<file path="config.mk">
export PLATFORM = sky130hd
export DESIGN_NAME = tdm_mux_tx_flat
export DESIGN_NICKNAME = d
export VERILOG_FILES = /design/src/rtl/tdm_pkg.sv /design/src/rtl/tdm_mux_tx_if.sv /design/src/rtl/rr_arbiter4.sv /design/src/rtl/tdm_mux_tx.sv /design/src/flat_wrapper.sv
export SDC_FILE = /design/constraint.sdc
export NUM_CORES = 1
export LEC_CHECK = 0
export ABC_AREA = 1
export CAP_MARGIN = 20
export CORE_ASPECT_RATIO = 1.1
export CORE_UTILIZATION = 53
export DETAILED_ROUTE_END_ITERATION = 8
export PLACE_DENSITY = 0.81
export SLEW_MARGIN = 0
export SYNTH_ARGS = -nofsm -noshare
export SYNTH_HDL_FRONTEND = slang
export SYNTH_SLANG_ARGS = --single-unit
</file>
<file path="constraint.sdc">
create_clock -name clk -period 3.1 [get_ports clk]
set_input_delay 0.465 -clock clk [delete_from_list [all_inputs] [get_ports clk]]
set_output_delay 0.465 -clock clk [all_outputs]
set_load 0.01 [all_outputs]
</file>
<file path="src/rtl/tdm_pkg.sv">
// Shared definitions for the TDM transmit multiplexer, its demultiplexer
// counterpart and the bench: channel indices and the select type.
package tdm_pkg;

  localparam int NUM_CH = 4;

  typedef logic [1:0] ch_sel_t;

  localparam ch_sel_t CH_A = 2'd0;
  localparam ch_sel_t CH_B = 2'd1;
  localparam ch_sel_t CH_C = 2'd2;
  localparam ch_sel_t CH_D = 2'd3;

endpackage : tdm_pkg

</file>
<file path="src/rtl/tdm_mux_tx_if.sv">
// Bus between the four source channels / downstream consumer and the
// transmit multiplexer. master = the side feeding sources and Ready,
// slave = the multiplexer itself.
interface tdm_mux_tx_if #(
  parameter int WIDTH = 4,
  parameter int CNT_W = 8
);
  import tdm_pkg::*;

  logic [WIDTH-1:0]  A, B, C, D;
  logic [NUM_CH-1:0] Valid;
  logic [NUM_CH-1:0] Accept;
  logic [WIDTH-1:0]  MUX;
  ch_sel_t           Select;
  logic              Enable;
  logic              Ready;
  logic [CNT_W-1:0]  Count;

  modport master (
    output A, B, C, D, Valid, Ready,
    input  Accept, MUX, Select, Enable, Count
  );

  modport slave (
    input  A, B, C, D, Valid, Ready,
    output Accept, MUX, Select, Enable, Count
  );

endinterface : tdm_mux_tx_if

</file>
<file path="src/rtl/rr_arbiter4.sv">
// Combinational 4-way round-robin arbiter. Priority starts just after the
// last granted channel and wraps, so the last winner comes last.
module rr_arbiter4
  import tdm_pkg::*;
(
  input  logic [NUM_CH-1:0] req,
  input  ch_sel_t           last,
  output logic [NUM_CH-1:0] grant_oh,
  output ch_sel_t           grant,
  output logic              any
);

  ch_sel_t idx;

  // Scan from lowest priority to highest so the highest-priority request wins.
  always_comb begin
    any      = |req;
    grant    = last;
    grant_oh = '0;
    idx      = last;
    for (int k = NUM_CH; k >= 1; k--) begin
      idx = ch_sel_t'(last + k);
      if (req[idx]) grant = idx;
    end
    if (any) grant_oh[grant] = 1'b1;
  end

endmodule : rr_arbiter4

</file>
<file path="src/rtl/tdm_mux_tx.sv">
// Time-division transmit multiplexer: one-entry buffer per channel,
// round-robin pick of a full buffer onto the shared MUX/Select/Enable bus,
// Ready backpressure and a wrapping transfer counter. All outputs registered.
module tdm_mux_tx
  import tdm_pkg::*;
#(
  parameter int WIDTH = 4,
  parameter int CNT_W = 8
) (
  input logic         clk,
  input logic         reset,
  tdm_mux_tx_if.slave bus
);

  typedef enum logic {IDLE, PRESENT} state_t;

  state_t                        state_q, state_d;
  logic [NUM_CH-1:0]             full_q, full_d;
  logic [NUM_CH-1:0][WIDTH-1:0]  buf_q, buf_d;
  logic [WIDTH-1:0]              mux_q, mux_d;
  ch_sel_t                       sel_q, sel_d;
  ch_sel_t                       last_q, last_d;
  logic [CNT_W-1:0]              cnt_q, cnt_d;

  logic [NUM_CH-1:0][WIDTH-1:0]  din;
  logic [NUM_CH-1:0]             grant_oh;
  ch_sel_t                       grant;
  logic                          any;
  logic                          load;

  assign din = {bus.D, bus.C, bus.B, bus.A};

  // Only buffers full before the edge compete, so a fresh capture waits a cycle.
  rr_arbiter4 u_arb (
    .req      (full_q),
    .last     (last_q),
    .grant_oh (grant_oh),
    .grant    (grant),
    .any      (any)
  );

  // Next-state: output stage loads when empty or being consumed; buffers
  // drain on grant and capture only while empty, so never both at once.
  always_comb begin
    state_d = state_q;
    full_d  = full_q;
    buf_d   = buf_q;
    mux_d   = mux_q;
    sel_d   = sel_q;
    last_d  = last_q;
    cnt_d   = cnt_q;
    load    = (state_q == IDLE) | bus.Ready;

    if (state_q == PRESENT && bus.Ready) cnt_d = cnt_q + CNT_W'(1);

    if (load) begin
      if (any) begin
        state_d = PRESENT;
        mux_d   = buf_q[grant];
        sel_d   = grant;
        last_d  = grant;
      end else begin
        // Bus reads as zero whenever nothing is presented.
        state_d = IDLE;
        mux_d   = '0;
        sel_d   = CH_A;
      end
    end

    for (int i = 0; i < NUM_CH; i++) begin
      if (load && grant_oh[i]) begin
        full_d[i] = 1'b0;
      end else if (!full_q[i] && bus.Valid[i]) begin
        full_d[i] = 1'b1;
        buf_d[i]  = din[i];
      end
    end
  end

  // State register; reset discards in-flight words and gives A first priority.
  always_ff @(posedge clk or posedge reset) begin
    if (reset) begin
      state_q <= IDLE;
      full_q  <= '0;
      buf_q   <= '0;
      mux_q   <= '0;
      sel_q   <= CH_A;
      last_q  <= CH_D;
      cnt_q   <= '0;
    end else begin
      state_q <= state_d;
      full_q  <= full_d;
      buf_q   <= buf_d;
      mux_q   <= mux_d;
      sel_q   <= sel_d;
      last_q  <= last_d;
      cnt_q   <= cnt_d;
    end
  end

  assign bus.Accept = ~full_q;
  assign bus.MUX    = mux_q;
  assign bus.Select = sel_q;
  assign bus.Enable = (state_q == PRESENT);
  assign bus.Count  = cnt_q;

endmodule : tdm_mux_tx

</file>
<file path="src/flat_wrapper.sv">
// flat-port wrapper written by rule: the top's interface ports become plain ports
module tdm_mux_tx_flat import tdm_pkg::*;
#(
  parameter int WIDTH = 4,
  parameter int CNT_W = 8
)
  (clk, reset, bus_A, bus_B, bus_C, bus_D, bus_Valid, bus_Ready, bus_Accept, bus_MUX, bus_Select, bus_Enable, bus_Count);
  tdm_mux_tx_if #(.WIDTH(WIDTH), .CNT_W(CNT_W)) bus_i ();
  input logic clk;
  input logic reset;
  input wire logic [$bits(bus_i.A)-1:0] bus_A;
  input wire logic [$bits(bus_i.B)-1:0] bus_B;
  input wire logic [$bits(bus_i.C)-1:0] bus_C;
  input wire logic [$bits(bus_i.D)-1:0] bus_D;
  input wire logic [$bits(bus_i.Valid)-1:0] bus_Valid;
  input wire logic [$bits(bus_i.Ready)-1:0] bus_Ready;
  output wire logic [$bits(bus_i.Accept)-1:0] bus_Accept;
  output wire logic [$bits(bus_i.MUX)-1:0] bus_MUX;
  output wire logic [$bits(bus_i.Select)-1:0] bus_Select;
  output wire logic [$bits(bus_i.Enable)-1:0] bus_Enable;
  output wire logic [$bits(bus_i.Count)-1:0] bus_Count;
  assign bus_i.A = bus_A;
  assign bus_i.B = bus_B;
  assign bus_i.C = bus_C;
  assign bus_i.D = bus_D;
  assign bus_i.Valid = bus_Valid;
  assign bus_i.Ready = bus_Ready;
  assign bus_Accept = bus_i.Accept;
  assign bus_MUX = bus_i.MUX;
  assign bus_Select = bus_i.Select;
  assign bus_Enable = bus_i.Enable;
  assign bus_Count = bus_i.Count;
  tdm_mux_tx #(.WIDTH(WIDTH), .CNT_W(CNT_W)) u_core (.clk(clk), .reset(reset), .bus(bus_i));
endmodule
</file>
==> results of run 1 <==
[state kept, by name, indices dropped and copies added, names as in the netlist]
register           cells
u_core.full_q          4
u_core.bus.MUX         4
u_core.bus.Select      2
u_core.buf_q          16
u_core.bus.Enable      1
u_core.bus.Count       8
u_core.last_q          2
[worst register-to-register path: cells and delay by family (launching register included)]
family,cells,cell delay (ns)
buffers and inverters,3,0.23
and+or+nand+nor,9,0.80
DFF,1,0.68
AOI/OAI and AO/OA,1,0.13
[power by group through the flow]
stage	Combinational [W]	Clock, W	Sequential, W
after floorplan	0.00105	0	0.000894
after global placement	0.00137	0	0.000908
after detailed placement	0.00145	0	0.000923
after CTS	0.00146	0.000245	0.000914
after global routing	0.00160	0.000268	0.000943
final	0.00146	0.000239	0.000915
[per-stage QoR]
step | util [%] | total power, W | instance area [µm²] | hold WS [ns]
after floorplan | - | 0.001940 | 1822 | 0.4612
after global placement | 71.55 | 0.002282 | 2256 | 0.4787
after detailed placement | 71.55 | 0.002373 | 2256 | 0.4807
after CTS | 73.17 | 0.002619 | 2307 | 0.5072
after global routing | 73.17 | 0.002814 | 2307 | 0.5327
final | 73.17 | 0.002611 | 2307 | 0.5053
[area by class of cell]
type	instances	share of cell area, %
flip-flops and latches	37	40.24
clock inverters	2	0.4338
multi-input cells	134	33.95
repair buffers	42	18.11
well taps	34	1.844
inverters	21	3.633
clock buffers	6	1.790
[routing by layer]
metal  routed length [µm]  vias up
met2                 2239       38
met4                   91        0
li1                     -      724
met5                    0        -
met1                 1600      739
met3                  129       11
[cells in the final DEF (no fill, tap or decap)]
cell and n:
nand2_1 48, clkdlybuf4s50_1 41, dfrtp_1 35, nand3_1 22, inv_1 19, mux2_2 15, nor2_1 11, nand2_2 10
a21oi_1 5, clkbuf_4 5, xor2_1 4, nand4_1 2, nand3_2 2, o21ai_0 2, nand2_4 2, xnor2_1 2
clkinv_2 2, dfstp_2 2, inv_2 1, inv_6 1, nor2_2 1, nand3_4 1, nor2_4 1, o21ai_1 1
o22ai_1 1, nor3_1 1, and2_1 1, nand3b_1 1, ha_1 1, clkbuf_1 1, buf_4 1
[cell families after synthesis]
group | Yosys count | share of synthesized area [%]
buffers and inverters | 23 | 6.044
xor gates and xnor gates | 6 | 2.885
AOI/OAI and AO/OA | 9 | 2.541
and+or+nand+nor | 103 | 27.61
muxes | 15 | 9.272
DFF | 37 | 50.96
adders and majority gates | 1 | 0.6867
[path summary, 6_finish.rpt]
| check | startpoint | end | slack [ns] | cells after the start |
|---|---|---|---|---|
| worst max-delay path | u_core.last_q[0] | u_core.full_q[1] | 1.17 | 13 |
| worst min-delay path | u_core.bus.MUX[3] | u_core.bus.MUX[3] | 0.51 | 2 |
| worst max register to register | u_core.last_q[0] | u_core.full_q[1] | 1.17 | 13 |
| worst min register to register | u_core.bus.MUX[3] | u_core.bus.MUX[3] | 0.51 | 2 |
| max in group asynchronous | reset | u_core.last_q[0] | 2.22 | 3 |
| min in group asynchronous | reset | u_core.bus.MUX[2] | 0.52 | 3 |
==> results.py, run 1 <==
metrics = {
    "place": {
        "place_congestion": 0.8408,
        "placed_cells": 268,
        "dp_hpwl_um": 3184,
        "pre_cts_slack_ns": 1.065,
        "portBuffers": 41,
    },
    "clock_tree": {
        "root_buffer": "clkbuf_4",
        "insertion_delay_ns": 0.34,
        "cts_tree": "done",
        "cts_buffers": 5,
        "postCtsResizedCells": 0,
        "cts.sinks": 37,
        "htree_levels": 2,
        "cts_setup_buffers": 0,
        "hold_buffers": 0,
        "clk_pin_slew_ns": 0.11,
        "clockBufferDepth": 2,
    },
    "sta": {
        "final.period_utilization_pct": 62.42,
        "finalCriticalPeriod_ns": 1.935,
        "worst_slew_pin_slew_ns": 0.4546,
        "clock_skew_ns": 0.01518,
        "fin_ws_ns": 1.165,
        "max_freq_ghz": 0.5168,
        "hold_viol": 0,
        "slew_headroom_pct": 69.69,
        "setup_viol": 0,
        "rsz0062_at_grt": "false",
        "slew_viol_final": 0,
        "fin_tns_setup_ns": 0,
    },
    "global_route": {
        "grtUsageMet2_pct": 43.97,
        "grt_pass1_vias": 1569,
        "grtUsageMet1_pct": 29.27,
        "gr-max-usage-layer": "met2",
        "met3_usage_pct": 5.544,
        "grt_use_total_pct": 25.17,
        "grt_max_degree": 38,
        "grt_pass1_wl_um": 6962,
        "overflow": 0,
        "antenna_found_initial": 0,
    },
    "yosys": {
        "ys_ff_latch": 37,
        "syn_inst": 194,
        "yosysTopAreaCellShare_pct": 48.08,
        "yosysWarnings": 0,
        "seq_area_frac_synth_pct": 50.96,
        "yosys.area.top_type": "dfrtp_1",
        "synth_edf_count": 0,
        "netlist_area_mm2": 0.001822,
        "synth.avg_cell_area_um2": 9.390,
        "ys_types": 28,
        "async_reset_ff_share_pct": 100.0,
        "yosysMostFrequentCell": "nand2_1",
        "yosys-top-cells-area": "dfrtp_1, nand2_1, mux2_2",
        "synth_ff_type": "dfrtp_1",
        "synth_common_cells": "nand2_1, dfrtp_1, nand3_1",
        "syn_nets": 218,
    },
    "critical_path": {
        "critPathSlowestCell": "dfstp_2",
        "path_buf_inv": 3,
        "crit_fanout": 12,
        "critical_path_class": "reg2reg",
        "crit_path_max_incr_delay_ns": 0.68,
        "crit_chain": "inv_6 -> nand2_2 -> nand2_1 -> nand2_1 -> nand2_1 -> nand2_2 -> nand2_2 -> nand2_4 -> nand2_4 -> inv_1 -> nand2_1 -> o22ai_1 -> inv_1",
        "crit_top_cell": "nand2_1",
        "cp.arrival_ns": 2.18,
        "end_kind": "register",
        "crit_required_ns": 3.34,
        "cpLargestDelayFamily": "simple AND/OR/NAND/NOR gates",
        "startpoint_type": "register",
    },
    "route": {
        "routed_wl_um": 4061,
        "drc": 2,
        "vias": 1512,
        "wire_per_inst_um": 14.71,
        "drt_iter0_drc": 88,
        "drt-pass1-iter-count": 6,
        "final_antenna_net_count": 0,
        "avgViaCountPerCell": 5.478,
    },
    "min_path": {
        "hp-class": "reg2reg",
    },
    "power": {
        "power_density_mw_per_mm2": 1131,
        "p_sw_w": 0.001176,
        "pwr-share-comb_pct": 55.8,
        "leakage_nw": 1.109,
        "p_clk_share_pct": 9.2,
        "swShare_pct": 45.06,
        "intPower_w": 0.001434,
        "p_seq_share_pct": 35.1,
        "ir_worst_vdd_mv": 0.6625,
    },
    "cells_and_area": {
        "drive_gt1_share_pct": 18.18,
        "regArea_um2": 928.4,
        "antenna_cells": 0,
        "multiInputGateArea_um2": 783.3,
        "nFillCells": 251,
        "syn2layout_area_growth_pct": 26.65,
        "fin_cells": 276,
        "finish.net_count": 265,
    },
    "die": {
        "dieArea_mm2": 0.003676,
        "start_util_pct": 57.78,
        "ios": 42,
        "dieWidth_um": 57.90,
        "rows": 21,
        "fp.coreArea_mm2": 0.003153,
        "die_y_um": 63.49,
    },
    "run_status": {
        "violations": "design-rule violations",
        "status": "finished with violations",
    },
    "job": {
        "cap_violations": 0,
    },
}
Note: power is estimated with default switching activity, not from simulation.
==> run 2, diff against run 1 <==
--- a/config.mk
+++ b/config.mk
@@ -8,9 +8,9 @@
 export ABC_AREA = 1
 export CAP_MARGIN = 20
 export CORE_ASPECT_RATIO = 1.1
-export CORE_UTILIZATION = 53
+export CORE_UTILIZATION = 45
 export DETAILED_ROUTE_END_ITERATION = 8
-export PLACE_DENSITY = 0.81
+export PLACE_DENSITY = 0.73
 export SLEW_MARGIN = 0
 export SYNTH_ARGS = -nofsm -noshare
 export SYNTH_HDL_FRONTEND = slang
==> constraint.sdc (replaced) <==
create_clock -name clk -period 1.75 [get_ports clk]
set_input_delay 0.2625 -clock clk [delete_from_list [all_inputs] [get_ports clk]]
set_output_delay 0.2625 -clock clk [all_outputs]
set_load 0.01 [all_outputs]
==> results.py, run 2 (synthesized netlist as in run 1, its figures left out) <==
metrics = {
    "critical_path": {
        "cp.arrival_ns": 2.03,
        "critPathSlowestCell": "dfstp_2",
        "crit_top_cell": "nand2_2",
        "crit_path_max_incr_delay_ns": 0.62,
        "cpLargestDelayFamily": "simple AND/OR/NAND/NOR gates",
        "worstSetupPathDepth": 12,
        "end_kind": "register",
        "rr_startpoint": "u_core.last_q[1]",
        "crit_required_ns": 1.91,
        "ff2ff_path_depth": 12,
        "critical_path.endpoint": "u_core.bus.MUX[1]",
        "crit_chain": "inv_2 -> nand2_1 -> nand2_2 -> nand2_1 -> nand2_2 -> nand2_4 -> nand3_4 -> buf_12 -> nand2_8 -> nand2_2 -> nand3_1 -> nand3b_1",
        "startpoint": "u_core.last_q[1]",
        "crit_fanout": 7,
        "regToRegSetupSlack_ns": -0.12,
        "r2r-end": "u_core.bus.MUX[1]",
        "startpoint_type": "register",
        "critical_path_class": "reg2reg",
        "path_buf_inv": 2,
    },
    "global_route": {
        "antenna_found_initial": 0,
        "grt_pass1_vias": 1394,
        "grt_max_degree": 17,
        "overflow": 0,
        "grt_use_total_pct": 19.62,
        "grt_pass1_wl_um": 6375,
    },
    "place": {
        "dp_hpwl_um": 2971,
        "place_congestion": 0.8695,
        "portBuffers": 41,
        "placed_cells": 290,
    },
    "route": {
        "dr_wl_met3_um": 116,
        "final_antenna_net_count": 0,
        "drt_iter0_drc": 35,
        "wl_met2_um": 2192,
        "drc": 0,
        "drt-pass1-iter-count": 4,
        "vias": 1514,
        "highest_layer": "met4",
        "wire_per_inst_um": 13.73,
        "avgViaCountPerCell": 4.964,
        "routed_wl_um": 4187,
        "met1Wirelength_um": 1814,
    },
    "sta": {
        "slew_viol_final": 0,
        "rsz0062_at_grt": "true",
        "clock_skew_ns": 0.006435,
        "fin_ws_ns": -0.1226,
        "worst_slew_pin_slew_ns": 0.4489,
        "setup_viol": 7,
        "slew_headroom_pct": 70.04,
        "finalCriticalPeriod_ns": 1.873,
        "hold_viol": 0,
        "final.period_utilization_pct": 107.0,
        "max_freq_ghz": 0.5340,
    },
    "die": {
        "fp.coreArea_mm2": 0.003770,
        "die_y_um": 68.73,
        "rows": 23,
        "start_util_pct": 48.32,
        "ios": 42,
        "dieWidth_um": 62.67,
        "dieArea_mm2": 0.004307,
    },
    "min_path": {
        "hp-class": "in2async",
    },
    "power": {
        "leakage_nw": 1.219,
        "power_density_mw_per_mm2": 2161,
        "ir_worst_vdd_mv": 0.9507,
    },
    "clock_tree": {
        "cts.sinks": 37,
        "insertion_delay_ns": 0.27,
        "clockBufferDepth": 2,
        "htree_levels": 2,
        "cts_tree": "done",
        "clk_pin_slew_ns": 0.07,
        "root_buffer": "clkbuf_8",
        "hold_buffers": 0,
        "cts_buffers": 5,
    },
    "cells_and_area": {
        "antenna_cells": 0,
        "largest_reg_flops": 16,
        "drive_gt1_share_pct": 29.02,
        "syn2layout_area_growth_pct": 42.10,
        "fin_cells": 305,
        "largest-register": "u_core.buf_q",
        "mostFrequentLayoutCells": "nand2_1, clkdlybuf4s50_1, dfrtp_1",
        "multiInputGateArea_um2": 887.1,
        "regArea_um2": 928.4,
        "nFillCells": 303,
        "layout_commonest_cell": "nand2_1",
        "utilization_pct": 68.67,
        "finish.net_count": 278,
    },
    "run_status": {
        "violations": "negative setup slack",
        "status": "finished with violations",
    },
    "job": {
        "cap_violations": 0,
    },
}
[run 2: cell count changes in the layout (fill, tap and decap cells not counted), moves of 3 or more]
cell,before,now
nand3_1,22,18
clkbuf_4,5,0
buf_6,0,3
nand2_2,10,14
nand2_1,48,42
nand2_8,0,3
nand3_2,2,6
buf_4,1,8
clkbuf_8,0,5
[run 2: repair_timing]
action	4_1_cts	5_1_grt
cloned	0	1
setup endpoints to repair	1	10
setup buffers	1	5
resized for setup	4	23
pin swaps	0	6
[run 2: worst min path at each step]
stage | endpoint | slack, ns | startpoint
after global routing | u_core.bus.MUX[0] | 0.32 | reset
after detailed placement | u_core.bus.Select[1] | 0.47 | u_core.bus.Select[1]
final | u_core.bus.MUX[1] | 0.29 | reset
after CTS | u_core.bus.MUX[3] | 0.29 | reset
after floorplan | u_core.full_q[1] | 0.39 | bus_Valid[1]
after global placement | u_core.bus.MUX[0] | 0.46 | u_core.bus.MUX[0]
[run 2: area by class of cell]
| cell class | count | share of cell area [%] |
|---|---|---|
| well taps | 50 | 2.417 |
| inverters | 21 | 3.238 |
| clock buffers | 6 | 2.803 |
| clock inverters | 2 | 0.3867 |
| multi-input cells | 135 | 34.27 |
| flip-flops and latches | 37 | 35.86 |
| repair buffers | 54 | 21.02 |
[run 2: report_power, final]
part / switching [W] / total (W) / internal (W)
Sequential: 0.000342 / 0.00163 / 0.00129
Clock: 0.000281 / 0.000556 / 0.000276
Combinational: 0.00182 / 0.00341 / 0.00159
Total: 0.00244 / 0.00559 / 0.00315
[run 2: worst reg2reg max path, cell delays in order, from the launching register on]
cell and delay, ns:
dfstp_2 0.62, inv_2 0.08, nand2_1 0.09, nand2_2 0.08
nand2_1 0.08, nand2_2 0.07, nand2_4 0.08, nand3_4 0.16
buf_12 0.19, nand2_8 0.08, nand2_2 0.06, nand3_1 0.09
nand3b_1 0.08
[run 2: layer usage]
metal,GRT usage [%],vias to the layer above
met4,6.686,0
met2,34.51,30
met5,0,-
met3,2.467,4
met1,25.40,732
li1,-,748
[run 2: metrics by stage]
step                instance area [µm²]   TNS, ns  hold slack, ns  setup slack [ns]  total power [W]
floorplan                          1822         0          0.3891           0.07171         0.003437
global placement                   2333         0          0.4648           0.02323         0.004183
detailed placement                 2333  -0.02724          0.4730          -0.02724         0.004237
CTS                                2436         0          0.2887          0.008126         0.004883
global route                       2589    -1.319          0.3245           -0.1861         0.006034
finish                             2589   -0.4126          0.2850           -0.1226         0.005595
